--- src/rtl/vp_vload_line_seq.sv ---
// Vector-load line sequencer: turns one (base, line count) command into a
// stream of cache-line reads bounded by an outstanding limit, forwards each
// response to writeback tagged with its line index, and pulses done at the end.
// Optional feature macro: VP_VLOAD_SEQ_PERF_EN (request-stall cycle counter).

package vp_vload_line_seq_pkg;
  localparam int unsigned VP_PADDR_W = 56;
  localparam int unsigned VP_SRC_W   = 4;
  localparam int unsigned VP_TID_W   = 16;
  localparam int unsigned VP_DATA_W  = 64;

  localparam logic [VP_SRC_W-1:0] VP_VLOAD_SRC_ID = 4'h5;

  typedef struct packed {
    logic [VP_SRC_W-1:0] src;
    logic [VP_TID_W-1:0] tid;
  } cpu_cache_if_tid_t;

  typedef struct packed {
    cpu_cache_if_tid_t       req_tid;
    logic [VP_PADDR_W-1:0]   addr;
  } cpu_cache_if_req_t;

  typedef struct packed {
    cpu_cache_if_tid_t       req_tid;
    logic [VP_DATA_W-1:0]    data;
  } cpu_cache_if_resp_t;
endpackage

module vp_vload_line_seq
  import vp_vload_line_seq_pkg::*;
#(
  parameter int unsigned MAX_OUTSTANDING = 4,
  parameter int unsigned CNT_W           = 8,
  parameter int unsigned ADDR_W          = 56,
  parameter int unsigned LINE_BYTES      = 64
) (
  input  logic                clk,
  input  logic                rstn,
  input  logic                cmd_valid,
  output logic                cmd_ready,
  input  logic [ADDR_W-1:0]   cmd_base_addr,
  input  logic [CNT_W-1:0]    cmd_num_lines,
  output logic                tlb_rd_req_valid,
  output cpu_cache_if_req_t   tlb_rd_req,
  input  logic                tlb_rd_req_ready,
  input  logic                tlb_rd_resp_valid,
  input  cpu_cache_if_resp_t  tlb_rd_resp,
  output logic                tlb_rd_resp_ready,
  output logic                wb_valid,
  output cpu_cache_if_resp_t  wb_resp,
  output logic [CNT_W-1:0]    wb_idx,
  input  logic                wb_ready,
  output logic                busy,
  output logic                done,
  output logic                err_unexp,
  output logic [31:0]         perf_stall_cnt
);

  localparam int unsigned       OFF_W    = $clog2(LINE_BYTES);
  localparam int unsigned       CTR_W    = CNT_W + 1;
  localparam logic [ADDR_W-1:0] OFF_MASK = ADDR_W'(LINE_BYTES - 1);
  localparam logic [CTR_W-1:0]  MAX_OUT  = CTR_W'(MAX_OUTSTANDING);

  typedef enum logic [1:0] {
    ST_IDLE  = 2'd0,
    ST_ISSUE = 2'd1,
    ST_DONE  = 2'd2
  } state_e;

  state_e             state_q, state_d;
  logic [ADDR_W-1:0]  base_q, base_d;
  logic [CTR_W-1:0]   num_q, num_d;
  logic [CTR_W-1:0]   issued_q, issued_d;
  logic [CTR_W-1:0]   returned_q, returned_d;
  logic [CTR_W-1:0]   outst_q, outst_d;
  logic               err_q, err_d;
  logic               req_hs, resp_hs;

  // State and counter registers
  always_ff @(posedge clk or negedge rstn) begin
    if (!rstn) begin
      state_q    <= ST_IDLE;
      base_q     <= '0;
      num_q      <= '0;
      issued_q   <= '0;
      returned_q <= '0;
      outst_q    <= '0;
      err_q      <= 1'b0;
    end else begin
      state_q    <= state_d;
      base_q     <= base_d;
      num_q      <= num_d;
      issued_q   <= issued_d;
      returned_q <= returned_d;
      outst_q    <= outst_d;
      err_q      <= err_d;
    end
  end

  // Next-state, counter updates and handshake signals
  always_comb begin
    state_d           = state_q;
    base_d            = base_q;
    num_d             = num_q;
    issued_d          = issued_q;
    returned_d        = returned_q;
    outst_d           = outst_q;
    err_d             = err_q;
    cmd_ready         = 1'b0;
    tlb_rd_req_valid  = 1'b0;
    tlb_rd_resp_ready = 1'b1;
    wb_valid          = 1'b0;
    req_hs            = 1'b0;
    resp_hs           = 1'b0;

    case (state_q)
      ST_IDLE: begin
        cmd_ready = 1'b1;
        if (cmd_valid) begin
          base_d     = cmd_base_addr & ~OFF_MASK;
          num_d      = CTR_W'(cmd_num_lines);
          issued_d   = '0;
          returned_d = '0;
          outst_d    = '0;
          err_d      = 1'b0;
          state_d    = (cmd_num_lines == '0) ? ST_DONE : ST_ISSUE;
        end
        // A response with nothing in flight is dropped and flagged
        if (tlb_rd_resp_valid) begin
          err_d = 1'b1;
        end
      end
      ST_ISSUE: begin
        tlb_rd_req_valid  = (issued_q < num_q) && (outst_q < MAX_OUT);
        tlb_rd_resp_ready = wb_ready;
        wb_valid          = tlb_rd_resp_valid;
        req_hs            = tlb_rd_req_valid && tlb_rd_req_ready;
        resp_hs           = tlb_rd_resp_valid && wb_ready;
        issued_d          = issued_q + CTR_W'(req_hs);
        returned_d        = returned_q + CTR_W'(resp_hs);
        outst_d           = outst_q + CTR_W'(req_hs) - CTR_W'(resp_hs);
        if (returned_q == num_q) begin
          state_d = ST_DONE;
        end
      end
      ST_DONE: begin
        state_d = ST_IDLE;
      end
      default: begin
        state_d = ST_IDLE;
      end
    endcase
  end

  // Request payload derived from the issue counter; stable while stalled
  always_comb begin
    tlb_rd_req             = '0;
    tlb_rd_req.req_tid.src = VP_VLOAD_SRC_ID;
    tlb_rd_req.req_tid.tid = VP_TID_W'(issued_q);
    tlb_rd_req.addr        = VP_PADDR_W'(base_q + (ADDR_W'(issued_q) << OFF_W));
  end

  assign wb_resp   = tlb_rd_resp;
  assign wb_idx    = CNT_W'(tlb_rd_resp.req_tid.tid);
  assign busy      = (state_q != ST_IDLE);
  assign done      = (state_q == ST_DONE);
  assign err_unexp = err_q;

`ifdef VP_VLOAD_SEQ_PERF_EN
  logic [31:0] perf_q, perf_d;

  // Saturating count of cycles a request waits on a stalled channel
  always_comb begin
    perf_d = perf_q;
    if (tlb_rd_req_valid && !tlb_rd_req_ready && (perf_q != '1)) begin
      perf_d = perf_q + 32'd1;
    end
  end

  // Stall counter register, cleared only by reset
  always_ff @(posedge clk or negedge rstn) begin
    if (!rstn) begin
      perf_q <= '0;
    end else begin
      perf_q <= perf_d;
    end
  end

  assign perf_stall_cnt = perf_q;
`else
  assign perf_stall_cnt = 32'd0;
`endif

endmodule

--- config.mk ---
export PLATFORM = sky130hd
export DESIGN_NAME = vp_vload_line_seq
export DESIGN_NICKNAME = d
export VERILOG_FILES = /design/src/rtl/vp_vload_line_seq.sv
export SDC_FILE = /design/constraint.sdc
export NUM_CORES = 1
export LEC_CHECK = 0
export BUFFER_PORTS_ARGS = -buffer_cell sky130_fd_sc_hd__buf_4
export CAP_MARGIN = 0
export CORE_AREA = 2 2 139 141
export CTS_BUF_LIST = sky130_fd_sc_hd__clkbuf_4 sky130_fd_sc_hd__clkbuf_8
export CTS_CLUSTER_SIZE = 10
export DETAILED_ROUTE_END_ITERATION = 10
export DIE_AREA = 0 0 141 143
export PLACE_DENSITY = 0.79
export REMOVE_ABC_BUFFERS = 1
export SLEW_MARGIN = 20
export SYNTH_ARGS = -nofsm -noshare
export SYNTH_HDL_FRONTEND = slang
export SYNTH_SLANG_ARGS = --single-unit
--- constraint.sdc ---
create_clock -name clk -period 7.1 [get_ports clk]
set_clock_uncertainty 0.15 [all_clocks]
set_input_delay 0.355 -clock clk [delete_from_list [all_inputs] [get_ports clk]]
set_output_delay 0.355 -clock clk [all_outputs]
set_load 0.03 [all_outputs]
Word-level counts from Yosys, hierarchy flattened:

Cells that the tools add are included.

* bits in registers: 88
* output and inout port bits: 207
* input port bits: 154
* word-level logic and storage cells: 45

* muxes and demuxes: 14
* order comparisons: 2
* add/subtract/negate cells: 5
* reduce and logical (&&, ||, !) cells: 12
* eq/ne operators: 5

Operators by type and width (count)
* $add 56x15->56: 1
* $pmux 9 s2: 3
* $add 9x1->9: 3
* $eq 9x8->1: 1
* $lt 9x3->1 const B: 1
* $lt 9x8->1: 1
* $mux 9: 1
* $sub 9x1->9: 1
* $logic_not 8->1: 1
* $reduce_and 2->1: 4
* $mux 1: 6
* $mux 2: 3
* $reduce_bool 2->1: 3
* $ne 2x2->1 const B: 2
* $pmux 2 s2: 1
* $logic_and 1x1->1: 3
* $eq 2x1->1 const B: 1
* $eq 2x2->1 const B: 1
* $logic_not 2->1: 1

Logic depth before layout (Yosys ltp):

Gate-level depths: netlist (run 1).

* depth in word-level cells: 6
* depth in mapped cells: 16
* depth with buffers taken out: 16

Least setup slack after synthesis (run 1):

Ideal clock, no wire load.

* path type: register to register
* start: register issued_q[4]
* end: register outst_q[8]
* data required time: 6816 ps
* path buffers: 0
* data arrival time: 3148 ps
* path slack: 3668 ps
* library setup time: 134 ps
* stages on the path, launching flop included: 16
* period minus slack after synthesis: 3432 ps
* cell sequence: dfrtp_1 > ha_1 > a21oi_1 > nor2_1 > a211oi_1 > o31a_1 > o211ai_1 > ha_1 > inv_1 > ha_1 > fa_1 > a21oi_1 > o211ai_1 > a31oi_1 > xnor2_1 > o21ai_0

* longest elaborated chain between the ends: 6

RTL lines
* start: declaration: line 74 `logic [CTR_W-1:0] issued_q, issued_d;`
* start signal: assignment: line 94 `issued_q <= issued_d;`
* $lt 9x8->1: line 135 `tlb_rd_req_valid = (issued_q < num_q) && (outst_q < MAX_OUT);`
* $logic_and 1x1->1: line 135
* $logic_and 1x1->1: line 138 `req_hs = tlb_rd_req_valid && tlb_rd_req_ready;`
* $add 9x1->9: line 142 `outst_d = outst_q + CTR_W'(req_hs) - CTR_W'(resp_hs);`
* $sub 9x1->9: line 142
* $pmux 9 s2: line 117 `case (state_q)`
* end signal: assignment: line 96 `outst_q <= outst_d;`
* end: declaration: line 76 `logic [CTR_W-1:0] outst_q, outst_d;`

Every way passes these cells.
A chain may end at the register's enable or synchronous reset.

==> impl_metrics.py, run 1 <==
metrics = {
    "critical_path": {
        "required_ns": 6.59,
        "crit_path_end_kind": "primary output",
        "cp-start-kind": "flop",
        "crit_arrival_ns": 3.32,
        "setup.worst_path.class": "reg2out",
        "cp_max_fo": 20,
    },
    "logic_synthesis": {
        "yosysSeqAreaShare": 0.317,
        "synth.most_common_cell": "nand2_1",
        "yosys.area_share.simple": 0.199,
        "syn_area_um2": 6950,
        "synthArstFlopShare": 1.00,
        "synth_fa_ha_area_frac": 0.0688,
        "synth_compound_area_frac": 0.140,
        "yosysTopAreaCellShare": 0.317,
        "postSynthCellCount": 835,
        "yosysWarnings": 0,
        "synth_area_leaders": "dfrtp_1 (32%), buf_4 (15%), nand2_1 (11%)",
        "synth.distinct_cells": 51,
        "synth.area.mux_share": 0.00594,
        "ys_seq_elements": 88,
        "synth_top_cell_by_area": "dfrtp_1",
        "synthTopCellsByCount": "nand2_1 (195), buf_4 (141), dfrtp_1 (88)",
        "yosys_most_used_dff": "dfrtp_1",
        "synth_top_family_by_area": "simple AND/OR/NAND/NOR gates",
        "synth_edf_count": 0,
        "synthXorXnorAreaFrac": 0.0781,
        "syn_avg_cell_area_um2": 8.32,
    },
    "layout": {
        "areaGrowthSynthToFinish_pct": 9.52,
        "fillCellCount": 1842,
        "final_net_count": 1058,
        "drive_gt1_frac": 0.207,
        "fin_util": 0.410,
        "antennaDiodeCount": 0,
    },
    "global_route": {
        "grt_max_degree": 72,
        "grt_use_met2": 0.415,
        "antenna_found_initial": 0,
        "grt_pass1_wl_um": 38200,
        "use_met1": 0.233,
        "grt_use_met3": 0.261,
        "grt_util_all_layers": 0.265,
        "first_global_vias": 5406,
        "busiest_layer": "met2",
        "grt_overflow_total": 0,
    },
    "cts": {
        "clock_latency_ns": 0.37,
        "numCtsBuffers": 9,
        "post_cts_buffers": 0,
        "cts_sinks": 88,
        "cts_tree": "yes",
        "htreeDepth": 3,
        "clk_pin_slew_ns": 0.08,
        "cts_max_path_buffers": 2,
        "cts-root-buf": "clkbuf_8",
    },
    "sta": {
        "setup_violations": 0,
        "final.setup.tns_ns": 0,
        "worstMarginPinSlew_ns": 1.03,
        "hold_viol": 0,
        "final_max_slew_viol_count": 0,
        "slew_headroom": 0.317,
        "fin_ws_ns": 3.27,
        "hold_ws_ns": 0.0242,
        "rsz0062_at_grt": "false",
        "period_share": 0.539,
        "max_freq_mhz": 261,
        "period_minus_slack_ns": 3.83,
    },
    "floorplan": {
        "start_util": 0.374,
        "die_x_um": 141,
        "core_um2": 18600,
        "rows": 50,
        "die_y_um": 143,
        "num_io_pins": 361,
        "die_area_um2": 20200,
    },
    "drt": {
        "wl_um": 27100,
        "vias": 5823,
        "detail-route-antenna-nets": 0,
        "via_per_inst": 5.27,
        "drt_pass1_iterations": 5,
        "wl_per_cell_um": 24.5,
        "drc_errors": 0,
        "drt_iter0_drc": 414,
    },
    "status": {
        "status": "finished clean",
    },
    "placed_design": {
        "dp_slack_ns": 3.22,
        "dp_hpwl_um": 22200,
        "place_congestion": 0.953,
        "io_buffers": 129,
    },
    "power_and_ir_drop": {
        "max-vdd-ir-drop_v": 0.000174,
        "p_per_area_nw_per_um2": 396,
        "power.leakage_nw": 3.70,
        "fin_total_pwr_mw": 3.01,
    },
    "run": {
        "maxCapViolCount": 0,
    },
    "worst_hold_path": {
        "hp-class": "in2reg",
    },
}
## report_power, final
group          switching, mW  internal (mW)
logic                   1.07          0.635
clock network          0.185          0.189
registers              0.237          0.701
## through the flow
step | std cells | area [um2]
2_1_floorplan | 710 | 5950
3_3_place_gp | 1077 | 7260
3_5_place_dp | 1077 | 7260
4_1_cts | 1105 | 7600
5_1_grt | 1105 | 7610
6_report | 1105 | 7610
## flip-flops by register name, indices dropped and copies added, names as in the netlist
name	count
state_q	2
issued_q	9
err_unexp	1
base_q	50
num_q	8
returned_q	9
outst_q	9
## path summary, 6_finish.rpt
path,slack [ns],from,depth (start not counted),end
hold / removal,0.02,cmd_base_addr[11],3,base_q[11]
setup / recovery,3.27,issued_q[0],9,tlb_rd_req[34]
hold reg to reg,0.34,outst_q[8],2,outst_q[8]
setup reg to reg,3.35,issued_q[4],15,outst_q[8]
max in group asynchronous,5.36,rstn,3,base_q[46]
min in group asynchronous,0.37,rstn,2,issued_q[0]
## cell usage in the layout, fill, tap and decap left out, types with 4 or more instances in the layout
cell and n:
buf_4 133, a2111oi_2 10, nand3_1 21, nand4_1 19, dlygate4sd3_1 13, nor3_1 5
a31oi_1 6, nor2_1 24, dfrtp_1 88, o21ai_0 37, and3_1 6, clkbuf_8 12
o211ai_1 6, nor4_1 4, a211oi_1 16, conb_1 49, ha_1 35, a21oi_1 23
nor2b_1 7, xor2_1 41, a22o_1 7, nand2_1 194, xnor2_1 21, inv_1 36
nand2b_1 5
## layer usage
layer / wire length, um / share of wire
met2: 12200 / 0.45
met3: 6140 / 0.23
met1: 7840 / 0.29
met4: 786 / 0.029
met5: 145 / 0.0054
## kinds of logic (layout without fill, tap and decap cells)
family | Yosys count | count (layout)
AO/OA/AOI/OAI | 130 | 130
buffers and inverters | 210 | 199
XOR/XNOR | 62 | 62
multiplexers | 4 | 4
flip-flops | 88 | 88
adder cells (fa/ha/maj) | 37 | 37
AND/OR/NAND/NOR | 302 | 302
other | 2 | 49
## cell type report
type	count	area, um2	area share
repair buffers	146	1130	0.148
well taps	234	293	0.0385
multi-input cells	584	3640	0.478
flip-flops and latches	88	2200	0.289
clock buffers	12	165	0.0217
clock inverters	3	40.0	0.00526
inverters	38	143	0.0187
## worst max-delay path, cell delays in order (launching register included)
cell       delay, ns
dfrtp_1         0.45
ha_1            0.20
inv_1           0.06
fa_1            0.42
nor2b_1         0.19
o31a_1          0.25
o21ai_2         0.32
a2111oi_1       0.55
xor2_1          0.29
buf_4           0.22
## repair_timing
| item | CTS | global route |
|---|---|---|
| resized for setup | 0 | 0 |
| endpoints found under the hold margin | 50 | 0 |
| hold buffers | 13 | 0 |
No activity file was read; power rests on OpenSTA's default activity.
==> run 2, diff against run 1 <==
==> constraint.sdc (replaced) <==
create_clock -name clk -period 3.98 [get_ports clk]
set_clock_uncertainty 0.15 [all_clocks]
set_input_delay 0.199 -clock clk [delete_from_list [all_inputs] [get_ports clk]]
set_output_delay 0.199 -clock clk [all_outputs]
set_load 0.03 [all_outputs]
==> impl_metrics.py, run 2 (same netlist as run 1, synthesis figures left out) <==
metrics = {
    "drt": {
        "routed.top_layer": "met5",
        "wl_um": 27900,
        "drt_iter0_drc": 312,
        "drt_pass1_iterations": 6,
        "met1_length_um": 8080,
        "wl_met3_um": 6000,
        "wl_per_cell_um": 24.0,
        "via_per_inst": 5.17,
        "vias": 5988,
        "drc_errors": 0,
        "detail-route-antenna-nets": 0,
        "wl_met2_um": 12800,
    },
    "critical_path": {
        "r2r_setup_slack_ns": 0.46,
        "critPathBufInv": 2,
        "cp-start-kind": "flop",
        "worst_path_max_delay_cell": "fa_1",
        "crit_arrival_ns": 3.60,
        "path_cells": "inv_1 > ha_1 > a21oi_1 > nor2_1 > a211oi_1 > o31a_1 > o211ai_1 > ha_1 > inv_1 > ha_1 > fa_1 > a21oi_1 > o211ai_1 > a31oi_1 > xnor2_1 > o21ai_0",
        "crit_family": "compound AO/OA/AOI/OAI gates",
        "cp_max_fo": 3,
        "cp_common_cell": "ha_1",
        "worst_path_largest_cell_delay_ns": 0.42,
        "setup.worst_path.class": "reg2reg",
        "required_ns": 4.07,
        "crit_path_end_kind": "flop",
    },
    "layout": {
        "mostFrequentLayoutCell": "nand2_1",
        "multi_input_area_um2": 3630,
        "instances_no_fill": 1159,
        "final_cell_mix": "nand2_1 (194), buf_4 (140), dfrtp_1 (88)",
        "drive_gt1_frac": 0.200,
        "final_cell_area_um2": 8140,
        "seqCellArea_um2": 2200,
        "final_net_count": 1112,
        "fin_util": 0.438,
        "largest-register": "base_q",
        "largest_reg_flops": 50,
        "fillCellCount": 1752,
        "antennaDiodeCount": 0,
        "areaGrowthSynthToFinish_pct": 17.2,
    },
    "global_route": {
        "grt_overflow_total": 0,
        "antenna_found_initial": 0,
        "grt_util_all_layers": 0.274,
        "grt_pass1_wl_um": 39400,
        "grt_max_degree": 60,
        "first_global_vias": 5672,
    },
    "cts": {
        "cts_sinks": 88,
        "cts_max_path_buffers": 2,
        "cts_tree": "yes",
        "clock_latency_ns": 0.38,
        "ctsResizeCount": 0,
        "cts-root-buf": "clkbuf_8",
        "clk_pin_slew_ns": 0.09,
        "htreeDepth": 3,
        "numCtsBuffers": 9,
    },
    "floorplan": {
        "die_y_um": 143,
        "die_area_um2": 20200,
        "start_util": 0.374,
        "die_x_um": 141,
        "rows": 50,
        "core_um2": 18600,
        "num_io_pins": 361,
    },
    "sta": {
        "period_minus_slack_ns": 3.52,
        "hold_ws_ns": 0.206,
        "slew_headroom": 0.323,
        "fin_ws_ns": 0.463,
        "worstMarginPinSlew_ns": 1.02,
        "final_max_slew_viol_count": 0,
        "final.setup.tns_ns": 0,
        "max_freq_mhz": 284,
        "period_share": 0.884,
        "hold_viol": 0,
        "setup_violations": 0,
        "rsz0062_at_grt": "false",
    },
    "power_and_ir_drop": {
        "fin_total_pwr_mw": 5.45,
        "power.leakage_nw": 3.94,
        "p_per_area_nw_per_um2": 670,
        "max-vdd-ir-drop_v": 0.000306,
    },
    "run": {
        "maxCapViolCount": 0,
    },
    "status": {
        "status": "finished clean",
    },
    "placed_design": {
        "dp_hpwl_um": 22400,
        "io_buffers": 129,
        "dp_cells": 1084,
        "dpl-instance-area_um2": 7310,
        "place_congestion": 1.00,
        "dp_slack_ns": 0.506,
    },
    "worst_hold_path": {
        "hp-class": "in2reg",
    },
}
[run 2: routing by layer]
| metal | up-vias | GRT usage |
|---|---|---|
| met5 | - | 0.103 |
| li1 | 2775 | - |
| met1 | 2756 | 0.233 |
| met2 | 396 | 0.445 |
| met3 | 55 | 0.258 |
| met4 | 6 | 0.0874 |
[run 2: final cells by class]
class,instances,area share
multi-input cells,584,0.446
flip-flops and latches,88,0.270
repair buffers,200,0.203
well taps,234,0.0360
clock buffers,12,0.0195
inverters,38,0.0175
clock inverters,3,0.00799
[run 2: repair_timing]
item	CTS	global route
hold endpoints to repair	119	0
hold buffers	60	0
buffers inserted	0	0
setup endpoints to repair	0	0
[run 2: final timing paths]
| kind | startpoint | to | cells after the start |
|---|---|---|---|
| worst max-delay path | num_q[4] | outst_q[8] | 16 |
| worst min-delay path | tlb_rd_req_ready | issued_q[0] | 4 |
| worst max register to register | num_q[4] | outst_q[8] | 16 |
| worst min register to register | outst_q[8] | outst_q[8] | 2 |
| max in group asynchronous | rstn | outst_q[6] | 3 |
| min in group asynchronous | rstn | num_q[0] | 2 |
[run 2: power by group]
group          internal [mW]  switching [mW]
logic                   1.16            1.89
clock network          0.391           0.339
registers               1.25           0.420
total                   2.80            2.65
[run 2: worst register-to-register path, cell delays in order (launching register included)]
cell and delay [ns]:
dfrtp_1 0.38, inv_1 0.07, ha_1 0.28, a21oi_1 0.15
nor2_1 0.07, a211oi_1 0.21, o31a_1 0.22, o211ai_1 0.10
ha_1 0.29, inv_1 0.04, ha_1 0.20, fa_1 0.42
a21oi_1 0.25, o211ai_1 0.14, a31oi_1 0.21, xnor2_1 0.13
o21ai_0 0.08
